==> src/rtl/xbar_pkg.sv <==
// Shared definitions for the crossbar slave-port stage: FSM encoding,
// default widths, timeout read data and master-id encoding.
package xbar_pkg;

    localparam int unsigned ADDR_W_DEF = 32;
    localparam int unsigned DATA_W_DEF = 32;

    typedef enum logic [1:0] {
        StIdle  = 2'd0,
        StBusy  = 2'd1,
        StRdata = 2'd2
    } state_e;

    // Returned to a reading master whose transaction was abandoned by timeout
    localparam logic [31:0] TIMEOUT_RDATA = 32'hDEAD_BEEF;

    // Master ids; MST_NONE means no grant this cycle
    localparam logic [1:0] MST_NONE = 2'd0;
    localparam logic [1:0] MST_1    = 2'd1;
    localparam logic [1:0] MST_2    = 2'd2;

endpackage

==> src/rtl/rr_arbiter_2.sv <==
// Two-input round-robin arbiter: combinational grant, registered last_grant.
module rr_arbiter_2
    import xbar_pkg::*;
(
    input  logic       i_clk,
    input  logic       i_resetn,
    input  logic       i_elig_1,
    input  logic       i_elig_2,
    input  logic       i_strobe,
    output logic [1:0] o_grant
);

    logic [1:0] r_last_grant;

    // Pick the lone eligible master, or the one not granted last time on contention
    always_comb begin
        o_grant = MST_NONE;
        if (i_elig_1 && i_elig_2) begin
            o_grant = (r_last_grant == MST_1) ? MST_2 : MST_1;
        end else if (i_elig_1) begin
            o_grant = MST_1;
        end else if (i_elig_2) begin
            o_grant = MST_2;
        end
    end

    // Remember the winner; reset value makes master 1 win the first contention
    always_ff @(posedge i_clk or negedge i_resetn) begin
        if (!i_resetn) begin
            r_last_grant <= MST_2;
        end else if (i_strobe && (o_grant != MST_NONE)) begin
            r_last_grant <= o_grant;
        end
    end

endmodule

==> src/rtl/slave_port_arbiter.sv <==
// Crossbar slave-port stage: round-robin arbitration of two masters onto one
// slave port, request latching and ack/rdata return to the granted master.
// Optional BUSY timeout enabled by defining ARB_TIMEOUT_EN.
module slave_port_arbiter
    import xbar_pkg::*;
#(
    parameter int unsigned ADDR_W         = ADDR_W_DEF,
    parameter int unsigned DATA_W         = DATA_W_DEF,
    parameter int unsigned TIMEOUT_CYCLES = 64
) (
    input  logic              clk,
    input  logic              resetn,
    input  logic              master_1_req,
    input  logic [ADDR_W-1:0] master_1_addr,
    input  logic              master_1_cmd,
    input  logic [DATA_W-1:0] master_1_wdata,
    output logic              master_1_ack,
    output logic [DATA_W-1:0] master_1_rdata,
    input  logic              master_2_req,
    input  logic [ADDR_W-1:0] master_2_addr,
    input  logic              master_2_cmd,
    input  logic [DATA_W-1:0] master_2_wdata,
    output logic              master_2_ack,
    output logic [DATA_W-1:0] master_2_rdata,
    output logic              slave_req,
    output logic [ADDR_W-1:0] slave_addr,
    output logic              slave_cmd,
    output logic [DATA_W-1:0] slave_wdata,
    input  logic              slave_ack,
    input  logic [DATA_W-1:0] slave_rdata,
    output logic              arb_timeout
);

    state_e            r_state;
    logic [1:0]        r_grant;
    logic              r_slave_req;
    logic [ADDR_W-1:0] r_slave_addr;
    logic              r_slave_cmd;
    logic [DATA_W-1:0] r_slave_wdata;
    logic              r_m1_ack;
    logic              r_m2_ack;
    logic [DATA_W-1:0] r_m1_rdata;
    logic [DATA_W-1:0] r_m2_rdata;

    logic [1:0]        w_grant;
    logic              w_done;
    logic [DATA_W-1:0] w_done_data;
    logic              w_timeout;

    // A master whose ack is currently high is masked for that cycle
    rr_arbiter_2 u_rr_arbiter_2 (
        .i_clk    (clk),
        .i_resetn (resetn),
        .i_elig_1 (master_1_req & ~r_m1_ack),
        .i_elig_2 (master_2_req & ~r_m2_ack),
        .i_strobe (r_state == StIdle),
        .o_grant  (w_grant)
    );

`ifdef ARB_TIMEOUT_EN
    localparam logic [15:0] TMO_LAST = 16'(TIMEOUT_CYCLES - 1);

    logic [15:0] r_tmo_cnt;
    logic        r_arb_timeout;

    // BUSY cycle counter, cleared on every grant
    always_ff @(posedge clk or negedge resetn) begin
        if (!resetn) begin
            r_tmo_cnt     <= '0;
            r_arb_timeout <= 1'b0;
        end else begin
            r_arb_timeout <= w_timeout;
            if (r_state == StIdle) begin
                r_tmo_cnt <= '0;
            end else if (r_state == StBusy) begin
                r_tmo_cnt <= r_tmo_cnt + 16'd1;
            end
        end
    end

    assign arb_timeout = r_arb_timeout;
`else
    assign arb_timeout = 1'b0;
`endif

    // Decide whether the granted master completes at the coming edge, and with what data
    always_comb begin
        w_done      = 1'b0;
        w_done_data = '0;
        w_timeout   = 1'b0;
        case (r_state)
            StBusy: begin
                if (slave_ack) begin
                    w_done = r_slave_cmd;
                end
`ifdef ARB_TIMEOUT_EN
                else if (r_tmo_cnt == TMO_LAST) begin
                    w_done      = 1'b1;
                    w_timeout   = 1'b1;
                    w_done_data = r_slave_cmd ? '0 : DATA_W'(TIMEOUT_RDATA);
                end
`endif
            end
            StRdata: begin
                w_done      = 1'b1;
                w_done_data = slave_rdata;
            end
            default: ;
        endcase
    end

    // Main FSM with registered slave-side latches and master-side ack/rdata
    always_ff @(posedge clk or negedge resetn) begin
        if (!resetn) begin
            r_state       <= StIdle;
            r_grant       <= MST_NONE;
            r_slave_req   <= 1'b0;
            r_slave_addr  <= '0;
            r_slave_cmd   <= 1'b0;
            r_slave_wdata <= '0;
            r_m1_ack      <= 1'b0;
            r_m2_ack      <= 1'b0;
            r_m1_rdata    <= '0;
            r_m2_rdata    <= '0;
        end else begin
            r_m1_ack   <= w_done && (r_grant == MST_1);
            r_m2_ack   <= w_done && (r_grant == MST_2);
            r_m1_rdata <= (w_done && (r_grant == MST_1)) ? w_done_data : '0;
            r_m2_rdata <= (w_done && (r_grant == MST_2)) ? w_done_data : '0;
            case (r_state)
                StIdle: begin
                    if (w_grant != MST_NONE) begin
                        r_state     <= StBusy;
                        r_grant     <= w_grant;
                        r_slave_req <= 1'b1;
                        if (w_grant == MST_1) begin
                            r_slave_addr  <= master_1_addr;
                            r_slave_cmd   <= master_1_cmd;
                            r_slave_wdata <= master_1_wdata;
                        end else begin
                            r_slave_addr  <= master_2_addr;
                            r_slave_cmd   <= master_2_cmd;
                            r_slave_wdata <= master_2_wdata;
                        end
                    end
                end
                StBusy: begin
                    // slave_req is high through the ack edge so the slave can load rdata
                    if (slave_ack) begin
                        r_slave_req <= 1'b0;
                        r_state     <= r_slave_cmd ? StIdle : StRdata;
                    end else if (w_timeout) begin
                        r_slave_req <= 1'b0;
                        r_state     <= StIdle;
                    end
                end
                StRdata: begin
                    r_state <= StIdle;
                end
                default: begin
                    r_state     <= StIdle;
                    r_slave_req <= 1'b0;
                end
            endcase
        end
    end

    assign slave_req      = r_slave_req;
    assign slave_addr     = r_slave_addr;
    assign slave_cmd      = r_slave_cmd;
    assign slave_wdata    = r_slave_wdata;
    assign master_1_ack   = r_m1_ack;
    assign master_2_ack   = r_m2_ack;
    assign master_1_rdata = r_m1_rdata;
    assign master_2_rdata = r_m2_rdata;

endmodule
==> config.mk <==
export PLATFORM = sky130hd
export DESIGN_NAME = slave_port_arbiter
export DESIGN_NICKNAME = d
export VERILOG_FILES = /design/src/rtl/xbar_pkg.sv /design/src/rtl/rr_arbiter_2.sv /design/src/rtl/slave_port_arbiter.sv
export SDC_FILE = /design/constraint.sdc
export NUM_CORES = 1
export LEC_CHECK = 0
export CAP_MARGIN = 15
export CELL_PAD_IN_SITES_DETAIL_PLACEMENT = 1
export CELL_PAD_IN_SITES_GLOBAL_PLACEMENT = 2
export CORE_MARGIN = 2
export CORE_UTILIZATION = 25
export DETAILED_ROUTE_END_ITERATION = 12
export GPL_TIMING_DRIVEN = 0
export MAX_ROUTING_LAYER = met4
export PLACE_DENSITY_LB_ADDON = 0.1
export SYNTH_ARGS = -nofsm -noshare
export SYNTH_HDL_FRONTEND = slang
export SYNTH_SLANG_ARGS = --single-unit
==> constraint.sdc <==
create_clock -name clk -period 3.1 [get_ports clk]
set_clock_uncertainty 0.15 [all_clocks]
set_input_delay 0.62 -clock clk [delete_from_list [all_inputs] [get_ports clk]]
set_output_delay 0.62 -clock clk [all_outputs]
set_load 0.005 [all_outputs]
==> results.tsv, run 1 <==
metric	value	unit
outcome	finished clean	
total track usage	0.1866	
Buf/Inv on CP	3	
Non-Filler Instances	1089	
Filler cells	2406	
average size of a mapped cell	11.63	um2
count of cell types in the netlist	30	
Die ar.	23450	um2
CTS max path bufs	2	
Antenna Nets Post-Route	0	
Worst EP required	3230	ps
Seq/Total Area, Yosys	0.6168	
Syn Nets	649	
minimum clock period	2165	ps
WP depth	6	
clk sinks	137	
MaxCap Viol Count	0	
Worst Tran Pin Value	593.9	ps
Mapped Cells	478	
CTS tree	built	
cell family with most CP delay	buffers and inverters	
DRT Pass-1 Iters	4	
core area	21820	um2
Post-CTS Setup Bufs	0	
Reg2Reg Setup Slack	930	ps
vias in the first global route	5849	
gpl congestion	0.7670	
worst min path class	input pin to async pin	
Top Ports	300	
nets@finish	967	
Reg clk slew, reported paths	60	ps
Layout Utilization	0.4353	
fin. max-slew vios	0	
unrepaired setup endpoints after global routing	false	
placed insts	1057	
post-DR vias/cell	4.677	
final worst-path cycle share	0.6984	
share of layout cells above drive strength 1	0.07293	
Rows	54	
# diodes	0	
Syn. warnings	0	
drt initial violations	169	
PD cells	797.7	nW/um2
CP endpoint kind	register	
Seq cells post-synth	137	
DIE WIDTH	153.1	um
post_cts resized	0	
crit-path cells	inv_1, ha_1, buf_2, clkbuf_1, a21boi_0, o21ai_0	
vias after detailed routing	5093	
mapped cell area	5560	um2
hpwl dp	15480	um
Slew HR	0.6041	
initial antenna violation count	0	
crit-path max FO	10	
# setup viols final	0	
Worst setup SP type	register	
CP peak stage delay	470	ps
Die Ht	153.1	um
H-tree depth	4	
achievable frequency	461.9	MHz
Leakage Power	4.090	nW
final-report hold violation count	0	
worst reg-to-reg path cell count	6	
Root Buffer	clkbuf_16	
CP arrival	2300	ps
total wire length	21050	um
clock insertion delay at the later pin of the skew report	410	ps
WL per Instance	19.33	um
pin count of the biggest net entering global routing	88	
type of the worst setup path	register to register	
DRC	0	
Slowest cell on crit path	clkbuf_1	
first-pass GRT wire length	33070	um
Peak VDD IR	0.3575	mV
total gr overflow	0	
hold buffers post-CTS	0	
P&R area growth vs syn	70.86	%
r2r endpoint	r_grant[0]	
worst r2r src	r_state[1]	
port bufs	298	
Initial Util	0.2548	
CTS Buf Count	17	
sequential cells by signal, indices dropped and copies added (netlist names):
signal	flops
slave_addr	32
slave_wdata	32
r_grant	2
master_1_ack	1
master_2_rdata	32
master_1_rdata	32
slave_cmd	1
master_2_ack	1
r_state	2
slave_req	1
u_rr_arbiter_2.r_last_grant	1
worst max path at each step:
stage / startpoint / endpoint / slack, ps
2_1_floorplan: master_1_req / slave_addr[0] / 1280
6_report: r_state[1] / r_grant[0] / 930
3_3_place_gp: resetn / master_1_rdata[9] / -4530
5_1_grt: r_state[0] / r_grant[0] / 730
4_1_cts: r_state[1] / r_grant[0] / 880
3_5_place_dp: master_1_req / slave_wdata[24] / 470
placed cells by master (no fill, tap or decap), types with 8 or more instances in the layout:
cell,synthesis,routed
clkdlybuf4s50_1,0,297
dfrtp_1,136,136
nand2_1,66,66
nor3_1,65,65
a221o_1,65,65
and2_1,64,64
clkbuf_1,22,22
clkbuf_16,0,17
buf_2,13,13
buf_6,7,8
routing by layer:
layer | wire length [um] | track usage
met2 | 10040 | 0.2983
met1 | 8771 | 0.2210
met4 | 454 | 0.06702
met5 | 0 | -
met3 | 1782 | 0.06067
cell type report:
class / instances / area (um2) / share of cell area
clock inverters: 15 / 152.6 / 0.01607
plain buffers: 44 / 241.5 / 0.02542
repair buffers: 299 / 3012 / 0.3170
inverters: 3 / 11.26 / 0.001185
flip-flops and latches: 137 / 3430 / 0.3610
multi-input cells: 294 / 1878 / 0.1977
well taps: 280 / 350.3 / 0.03688
clock buffers: 17 / 425.4 / 0.04478
cells by family (layout without fill, tap and decap cells):
kind of cell,Yosys count,in the layout,synth area share
AO/OA/AOI/OAI,77,77,0.1323
adder cells (fa/ha/maj),4,4,0.009001
buffers and inverters,47,378,0.04545
flip-flops,137,137,0.6168
multiplexers,1,1,0.001800
other,1,1,0.0006744
AND/OR/NAND/NOR,211,211,0.1940
report_power, final:
| group | internal [W] | total (W) | switching, W |
|---|---|---|---|
| sequential | 0.00229 | 0.00258 | 0.000288 |
| combinational | 0.00168 | 0.00298 | 0.00130 |
| clock | 0.00114 | 0.00202 | 0.000887 |
| total | 0.00511 | 0.00758 | 0.00247 |
worst register-to-register path: cells and delay by family, from the launching register on:
| kind | cells | cell delay, ps |
|---|---|---|
| buffers and inverters | 3 | 840 |
| AOI/OAI and AO/OA | 2 | 510 |
| DFF | 1 | 390 |
| adders and majority gates | 1 | 160 |
Yosys cell counts:
library cell    n  area, um2
nor3_1         65      325.3
o21ai_0         3      15.01
o21a_1          2      15.01
and3_1          1      6.260
buf_4           2      15.01
dfstp_2         1      26.28
a221o_1        65      650.6
and2_1         64      400.4
a21boi_0        1      7.510
nand2b_1        4      25.02
a21oi_1         1      5.000
o211a_1         1      10.01
buf_2          13      65.06
buf_6           7      78.83
nand2_1        66      247.7
mux2i_1         1      10.01
a31oi_1         1      6.260
ha_1            4      50.05
nor2_1          4      15.01
inv_1           3      11.26
and4bb_2        1      12.51
nand2b_4        1      13.76
dfrtp_1       136       3403
o32a_1          1      10.01
a211oi_1        1      7.510
clkbuf_1       22      82.58
nand3b_1        1      7.510
o22a_1          1      8.760
nor2b_1         4      25.02
conb_1          1      3.750
per-stage QoR:
step | worst slack [ps] | power, W | instance area [um2] | setup TNS (ps) | hold slack, ps
final | 934.9 | 0.007579 | 9500 | 0 | 1.022
after global routing | 727.3 | 0.008049 | 9500 | 0 | 27.87
after CTS | 875.1 | 0.007707 | 9500 | 0 | 14.00
after detailed placement | 473.6 | 0.005628 | 8922 | 0 | 348.3
after global placement | -4533 | 0.005530 | 8894 | -617650 | 339.1
after floorplan | 1282 | 0.003915 | 5560 | 0 | 174.4
No activity file was read; power rests on OpenSTA's default activity.
==> run 2: changes to the inputs <==
--- a/config.mk
+++ b/config.mk
@@ -9,7 +9,7 @@
 export CELL_PAD_IN_SITES_DETAIL_PLACEMENT = 1
 export CELL_PAD_IN_SITES_GLOBAL_PLACEMENT = 2
 export CORE_MARGIN = 2
-export CORE_UTILIZATION = 25
+export CORE_UTILIZATION = 21
 export DETAILED_ROUTE_END_ITERATION = 12
 export GPL_TIMING_DRIVEN = 0
 export MAX_ROUTING_LAYER = met4
==> constraint.sdc (replaced) <==
create_clock -name clk -period 1.75 [get_ports clk]
set_clock_uncertainty 0.15 [all_clocks]
set_input_delay 0.35 -clock clk [delete_from_list [all_inputs] [get_ports clk]]
set_output_delay 0.35 -clock clk [all_outputs]
set_load 0.005 [all_outputs]
==> run 2 against run 1 <==
Against the previous run:
- die area increased by 19%
- setup slack got worse by 980 ps
- largest power group unchanged
- register-to-register slack worse by 960 ps
- first-iteration DRC count rose by 30%
- combinational power grew 130%
- the run now ends with negative setup slack left
- non-clock buffer count is 43 higher
- clock-buffer cell count unchanged
- core utilization down 3.0 points
- largest cell class is now buffers
- flip-flop and latch count unchanged
- global-route usage down 1.1 points
==> results.tsv, run 2 (synthesized netlist as in run 1, its figures left out) <==
metric	value	unit
drt initial violations	220	
CTS tree	built	
PD cells	1427	nW/um2
Reg2Reg Setup Slack	-30	ps
most frequent cell on the critical path	buf_16	
Slew HR	0.5723	
Reg clk slew, reported paths	70	ps
gpl congestion	0.7569	
Die ar.	27800	um2
Layout Utilization	0.4058	
worst hold slack	333.8	ps
clk sinks	137	
Worst Tran Pin Value	641.5	ps
WL per Instance	20.01	um
H-tree depth	4	
CP arrival	1940	ps
DRT Pass-1 Iters	4	
final-report hold violation count	0	
Internal Power	0.01015	W
DRC	0	
unrepaired setup endpoints after global routing	true	
Root Buffer	clkbuf_16	
Non-Filler Instances	1190	
Antenna Nets Post-Route	0	
Initial Util	0.2134	
post-DR vias/cell	4.439	
# setup viols final	23	
crit-path cells	clkdlybuf4s50_1, nor2b_2, o21ai_4, buf_12, buf_16, buf_16, a221o_1	
core area	26060	um2
vias after detailed routing	5283	
port bufs	298	
nets@finish	1010	
Top Ports	300	
hpwl dp	16080	um
Buf/Inv on CP	4	
CP endpoint kind	register	
part of the power in the clock network	0.243	
minimum clock period	1796	ps
Comb power frac	0.457	
initial antenna violation count	4	
MaxCap Viol Count	0	
worst min path class	input pin to async pin	
cell family with most CP delay	buffers and inverters	
total wire length	23810	um
achievable frequency	556.7	MHz
Worst EP required	1900	ps
CTS max path bufs	2	
fin. max-slew vios	0	
pin count of the biggest net entering global routing	78	
failing checks	negative setup slack	
Worst setup SP type	input pin	
Filler cells	2833	
CTS Buf Count	17	
Leakage Power	5.096	nW
final setup margin	-46.22	ps
Switching Share	0.3275	
sequential share of power	0.300	
crit-path max FO	5	
Peak VDD IR	0.5409	mV
first-pass GRT wire length	36380	um
Slowest cell on crit path	clkdlybuf4s50_1	
type of the worst setup path	input pin to register	
DIE WIDTH	166.7	um
P&R area growth vs syn	90.19	%
share of layout cells above drive strength 1	0.1845	
vias in the first global route	6056	
Reg area	3432	um2
clock insertion delay at the later pin of the skew report	420	ps
multi-input logic area	2093	um2
Rows	59	
outcome	complete, but fails checks	
total chip power	0.01509	W
CP peak stage delay	510	ps
placed insts	1112	
Psw	0.004941	W
commonest non-fill, non-tap cell in the layout	clkdlybuf4s50_1	
most frequent cells in the layout	clkdlybuf4s50_1, dfrtp_1, dlygate4sd2_1	
final worst-path cycle share	1.026	
Die Ht	166.7	um
total gr overflow	0	
total track usage	0.1758	
[run 2: final timing paths]
| check | cells after the start | startpoint | end |
|---|---|---|---|
| hold / removal | 2 | resetn | slave_wdata[26] |
| hold reg to reg | 1 | slave_wdata[31] | slave_wdata[31] |
| max in group asynchronous | 3 | resetn | master_2_rdata[29] |
| min in group clk | 2 | slave_rdata[22] | master_2_rdata[22] |
| setup / recovery | 7 | master_1_req | slave_addr[16] |
| setup reg to reg | 7 | r_state[0] | slave_addr[16] |
[run 2: what timing repair did]
item	in CTS	in global routing
buffers inserted	25	13
endpoints found under the hold margin	59	0
pin swaps	40	29
gates resized for setup	243	66
hold buffers	1	0
cloned	14	7
setup endpoints to repair	263	129
[run 2: layout make-up]
class / instances / share of cell area
tap: 335 / 0.03964
clock buffer: 17 / 0.04023
sequential: 137 / 0.3245
clock inverter: 14 / 0.01503
timing repair buffer: 348 / 0.3358
buffer: 38 / 0.04484
inverter: 3 / 0.001065
multi-input combinational: 294 / 0.1979
antenna: 4 / 0.0009465
[run 2: per-layer routing]
metal,track usage,vias up,wire length (um)
li1,-,2431,-
met1,0.2096,2623,9955
met2,0.2743,216,11360
met3,0.07628,13,2228
met4,0.04273,0,270
met5,-,-,0
[run 2: power by group through the flow]
stage / logic, W / registers (W) / clock network [W]
6_report: 0.00689 / 0.00453 / 0.00367
3_3_place_gp: 0.00531 / 0.00458 / 0
5_1_grt: 0.00744 / 0.00465 / 0.00399
2_1_floorplan: 0.00233 / 0.00461 / 0
3_5_place_dp: 0.00541 / 0.00463 / 0
4_1_cts: 0.00682 / 0.00453 / 0.00383
[run 2: through the flow]
step / TNS [ps] / setup slack, ps / area (um2)
after floorplan: -20.98 / -0.4214 / 5563
after global routing: -2853 / -98.48 / 10580
after detailed placement: -58100 / -663.8 / 8994
final: -668.8 / -46.22 / 10580
after CTS: -3699 / -116.8 / 10310
after global placement: -831700 / -5701 / 8965
